## src/rtl/uart_resp_arb.sv

```systemverilog
`default_nettype none
// ============================================================================
// Module   : uart_resp_arb
// Brief    : Round-robin arbiter sharing one UART transmit path (trmt/resp/
//            tx_done) among NREQ byte requesters, with a WAIT watchdog.
// Revision : 1.0 - initial release
// ============================================================================
module uart_resp_arb #(
    parameter int NREQ    = 3,
    parameter int TMO_CYC = 32768
) (
    input  logic              clk,
    input  logic              rst_n,
    input  logic [NREQ-1:0]   req,
    input  logic [8*NREQ-1:0] req_data,
    output logic [NREQ-1:0]   ack,
    output logic [NREQ-1:0]   cmplt,
    output logic              tmo,
    output logic              busy,
    output logic              trmt,
    output logic [7:0]        resp,
    input  logic              tx_done
);

    localparam int            c_id_w    = $clog2(NREQ);
    localparam int            c_cnt_w   = $clog2(TMO_CYC);
    localparam logic [c_cnt_w-1:0] c_cnt_max = c_cnt_w'(TMO_CYC - 1);

    typedef enum logic [1:0] {
        S_IDLE   = 2'd0,
        S_LAUNCH = 2'd1,
        S_WAIT   = 2'd2
    } state_t;

    state_t              r_state, w_state;
    logic [c_id_w-1:0]   r_id, w_id;
    logic [c_id_w-1:0]   r_last, w_last;
    logic [c_cnt_w-1:0]  r_cnt, w_cnt;
    logic                r_txd_q;

    logic                w_trmt, w_tmo, w_busy, w_done;
    logic [NREQ-1:0]     w_ack, w_cmplt, w_win_1h, w_id_1h;
    logic [7:0]          w_resp, w_win_data;
    logic [c_id_w-1:0]   w_win;

    // First set bit of r searching l+1, l+2, ... modulo NREQ; the descending
    // loop lets the smallest offset overwrite the others.
    function automatic logic [c_id_w-1:0] rr_pick(input logic [NREQ-1:0]   r,
                                                  input logic [c_id_w-1:0] l);
        logic [c_id_w-1:0] win;
        logic [c_id_w-1:0] idx;
        win = '0;
        for (int k = NREQ; k >= 1; k--) begin
            idx = c_id_w'((int'(l) + k) % NREQ);
            if (r[idx]) win = idx;
        end
        return win;
    endfunction

    // Only a rising edge counts, so a tx_done left high by the previous frame is ignored.
    assign w_done = tx_done & ~r_txd_q;

    always_comb begin
        w_state    = r_state;
        w_trmt     = 1'b0;
        w_ack      = '0;
        w_cmplt    = '0;
        w_tmo      = 1'b0;
        w_busy     = 1'b0;
        w_resp     = resp;
        w_id       = r_id;
        w_last     = r_last;
        w_cnt      = r_cnt;
        w_win      = rr_pick(req, r_last);
        w_win_1h   = '0;
        w_win_data = '0;
        w_id_1h    = '0;
        for (int i = 0; i < NREQ; i++) begin
            if (w_win == c_id_w'(i)) begin
                w_win_1h[i] = 1'b1;
                w_win_data  = req_data[8*i +: 8];
            end
            if (r_id == c_id_w'(i)) w_id_1h[i] = 1'b1;
        end

        case (r_state)
            S_IDLE: begin
                if (|req) begin
                    w_state = S_LAUNCH;
                    w_trmt  = 1'b1;
                    w_ack   = w_win_1h;
                    w_busy  = 1'b1;
                    w_resp  = w_win_data;
                    w_id    = w_win;
                    w_last  = w_win;
                end
            end
            S_LAUNCH: begin
                w_cnt   = '0;
                w_busy  = 1'b1;
                w_state = S_WAIT;
            end
            S_WAIT: begin
                if (w_done) begin
                    w_cmplt = w_id_1h;
                    w_state = S_IDLE;
                end else if (r_cnt == c_cnt_max) begin
                    w_tmo   = 1'b1;
                    w_state = S_IDLE;
                end else begin
                    w_cnt  = r_cnt + c_cnt_w'(1);
                    w_busy = 1'b1;
                end
            end
            default: w_state = S_IDLE;
        endcase
    end

    always_ff @(posedge clk) begin
        if (!rst_n) begin
            r_state <= S_IDLE;
            r_id    <= '0;
            r_last  <= c_id_w'(NREQ - 1);
            r_cnt   <= '0;
            r_txd_q <= 1'b0;
            trmt    <= 1'b0;
            ack     <= '0;
            cmplt   <= '0;
            tmo     <= 1'b0;
            busy    <= 1'b0;
            resp    <= 8'h00;
        end else begin
            r_state <= w_state;
            r_id    <= w_id;
            r_last  <= w_last;
            r_cnt   <= w_cnt;
            r_txd_q <= tx_done;
            trmt    <= w_trmt;
            ack     <= w_ack;
            cmplt   <= w_cmplt;
            tmo     <= w_tmo;
            busy    <= w_busy;
            resp    <= w_resp;
        end
    end

endmodule
`default_nettype wire

```

## config.mk

```make
export PLATFORM = sky130hd
export DESIGN_NAME = uart_resp_arb
export DESIGN_NICKNAME = d
export VERILOG_FILES = /design/src/rtl/uart_resp_arb.sv
export SDC_FILE = /design/constraint.sdc
export NUM_CORES = 1
export LEC_CHECK = 0
export BUFFER_PORTS_ARGS = -buffer_cell sky130_fd_sc_hd__buf_2
export CORE_ASPECT_RATIO = 0.7
export CORE_MARGIN = 5
export CORE_UTILIZATION = 43
export CTS_CLUSTER_DIAMETER = 120
export DETAILED_ROUTE_END_ITERATION = 8
export GPL_ROUTABILITY_DRIVEN = 0
export PLACE_DENSITY = 0.71
export SLEW_MARGIN = 15
export SYNTH_ARGS = -nofsm -noshare
export SYNTH_HDL_FRONTEND = slang
export SYNTH_SLANG_ARGS = --single-unit
```

## constraint.sdc

```tcl
create_clock -name clk -period 6.4 [get_ports clk]
set_input_delay 0.32 -clock clk [delete_from_list [all_inputs] [get_ports clk]]
set_output_delay 0.32 -clock clk [all_outputs]
set_load 0.02 [all_outputs]
```

==> results.toml <==
[status]
run_status = "finished, final reports clean"

[yosys]
synthTopCellsByArea = "dfxtp_1 (39%), nand3_1 (5.4%), nand2_1 (4.1%)"
synth_nets = 267
synth_area_mm2 = 0.00195
yosysTopAreaCell = "dfxtp_1"
synth_edf_count = 0
synthArstFlopShare_pct = 0
synth_ff_type = "dfxtp_1"
ys_ff_latch = 38
avgSynthCellArea_um2 = 8.39
yosysWarnings = 0
synth_cell_types = 45
synthCells = 232
synth.most_common_cell = "dfxtp_1"
synth_top_area_share_pct = 39.1
netlist_top_cells_count = "dfxtp_1 (38), nand2_1 (21), nand3_1 (21)"
yosysSeqAreaShare_pct = 39.1

[routing]
via_per_inst = 5.61
ant_nets = 0
vias = 1840
drt_iter0_drc = 148
drc = 0
wl_mm = 4.67
firstDrtPassIters = 4
wire_per_inst_um = 14.2

[grt]
antenna_found_initial = 0
overflow = 0
grt.busiest_layer = "met2"
grt_pass1_wl_mm = 7.71
grt_pass1_vias = 1641
grt_max_degree = 22
grtUsageTotal_pct = 15.6
use_met2_pct = 23.4
grtUsageMet3_pct = 3.98
met1_usage_pct = 22.2

[worst_setup_path]
required_ns = 6.58
end_kind = "flop"
path_max_fanout = 10
crit_type = "flop to flop"
cp.arrival_ns = 2.67
crit_path_start_kind = "flop"

[timing]
clock_skew_ns = 0.00562
grt_setup_unrepaired = "no"
tightestPinTransition_ns = 0.866
maxSlewHeadroom_pct = 41.9
maxSlewViolCount = 0
timing.fmax_mhz = 401
timing.final.crit_share_pct = 38.9
post-route-min-period_ns = 2.49
setup_viol = 0
holdWs_ns = 0.247
finalHoldViolCount = 0
setup_tns_ns = 0

[placement]
place_hpwl_mm = 3.40
numPortBuffers = 46
place_inst = 322

[clocking]
cts_buffers = 5
cts_setup_buffers = 0
cts-root-buf = "clkbuf_8"
cts.htree.levels = 2
clockBufferDepth = 2
clkTransAtPathRegs_ns = 0.07
cts_resized = 0
holdBufCountCts = 0
cts.sinks = 38
tritoncts = "yes"
clock_latency_ns = 0.29

[pwr]
pwr-share-clk_pct = 27.9
p_seq_share_pct = 46.0
cellLeakagePower_nw = 0.894
power.share.switching_pct = 32.6
powerDensity_mw_per_mm2 = 259
p_comb_share_pct = 26.1
power_w = 0.000585
vdd_drop_max_uv = 175
switchingPower_w = 0.000191
intPower_w = 0.000394

[finish]
ff_latch_area_um2 = 761
fin_cells = 328
fillCellCount = 420
antenna_cells = 0
syn_to_final_growth_pct = 16.3
drive_gt1_share_pct = 26.4
multi_input_area_mm2 = 0.00108
finalNetCount = 309

[min_path]
worstHoldPathType = "input port to flop"

[floorplan]
core_mm2 = 0.00435
die_w_um = 90.4
start_util_pct = 44.7
die_area_mm2 = 0.00599
die_h_um = 66.3
row_count = 20
ioPinCount = 47

[run]
max_cap_viol_count = 0
## metrics by stage
step	worst slack (ns)	cell area, um2	utilization, %
after global routing	3.68	2260	52.0
after CTS	3.98	2260	52.0
after detailed placement	3.98	2180	50.1
after floorplan	4.36	1950	-
final	3.91	2260	52.0
after global placement	4.08	2180	50.1
## sequential cells by signal, summed over array words and instances (netlist names), 2 cells and up
signal,cells
ack,3
r_id,2
r_cnt,15
cmplt,3
resp,8
r_state,2
## final timing paths
check                           cells past startpoint              endpoint  slack (ns)            startpoint
worst min register to register                      1   cmplt[0]$_SDFF_PN0_        0.49  r_id[1]$_SDFFE_PN0P_
worst min-delay path                                2    r_txd_q$_SDFF_PN0_        0.25               tx_done
worst max-delay path                                7  resp[7]$_SDFFE_PN0P_        3.91  r_id[0]$_SDFFE_PN0P_
worst max register to register                      7  resp[7]$_SDFFE_PN0P_        3.91  r_id[0]$_SDFFE_PN0P_
## logic make-up (layout without fill, tap and decap cells)
kind of cell / after synthesis / after routing / share of synthesized area [%]
buf+inv: 21 / 62 / 5.40
mux: 3 / 3 / 1.54
xor+xnor: 2 / 2 / 0.900
simple gates: 99 / 99 / 27.4
compound gates: 64 / 64 / 22.4
fa+ha+maj: 5 / 5 / 3.22
flops: 38 / 38 / 39.1
## worst max-delay path: stages, from the launching register on
cell	delay, ns
dfxtp_1	0.41
inv_1	0.10
ha_1	0.39
nor3_1	0.22
nor2_1	0.08
o22ai_1	0.63
a2111oi_0	0.24
a221o_1	0.30
## cell usage in the layout, fill, tap and decap left out, types with 4 or more instances in the layout
| cell type | n |
|---|---|
| a2111oi_0 | 5 |
| o21ai_0 | 15 |
| nand3_1 | 21 |
| or3_2 | 5 |
| and3_1 | 4 |
| a21oi_1 | 10 |
| clkbuf_8 | 6 |
| dfxtp_1 | 38 |
| inv_1 | 9 |
| buf_2 | 46 |
| nand2_1 | 21 |
| a21oi_2 | 5 |
| nor2b_1 | 5 |
| o211ai_1 | 8 |
| o21ai_1 | 5 |
| ha_1 | 5 |
| a221o_1 | 6 |
| nor2_1 | 12 |
| nor3_1 | 8 |
## layout make-up
cell class / count / area share (%)
Clock buffer: 6 / 3.65
Tap cell: 55 / 3.04
Timing Repair Buffer: 47 / 10.5
Sequential cell: 38 / 33.6
Multi-Input combinational cell: 173 / 47.7
Inverter: 9 / 1.49
## power by group through the flow
stage / registers, W / logic [W] / clock network, W
floorplan: 0.000291 / 0.0000933 / 0
global placement: 0.000274 / 0.000150 / 0
detailed placement: 0.000274 / 0.000152 / 0
CTS: 0.000269 / 0.000152 / 0.000166
global route: 0.000272 / 0.000168 / 0.000174
finish: 0.000269 / 0.000153 / 0.000163
## layer usage
metal	up-vias	routed length (um)
met5	-	0
met4	0	19
met3	2	326
met2	56	1920
met1	835	2410
li1	947	-
(Power assumes the default switching activity.)
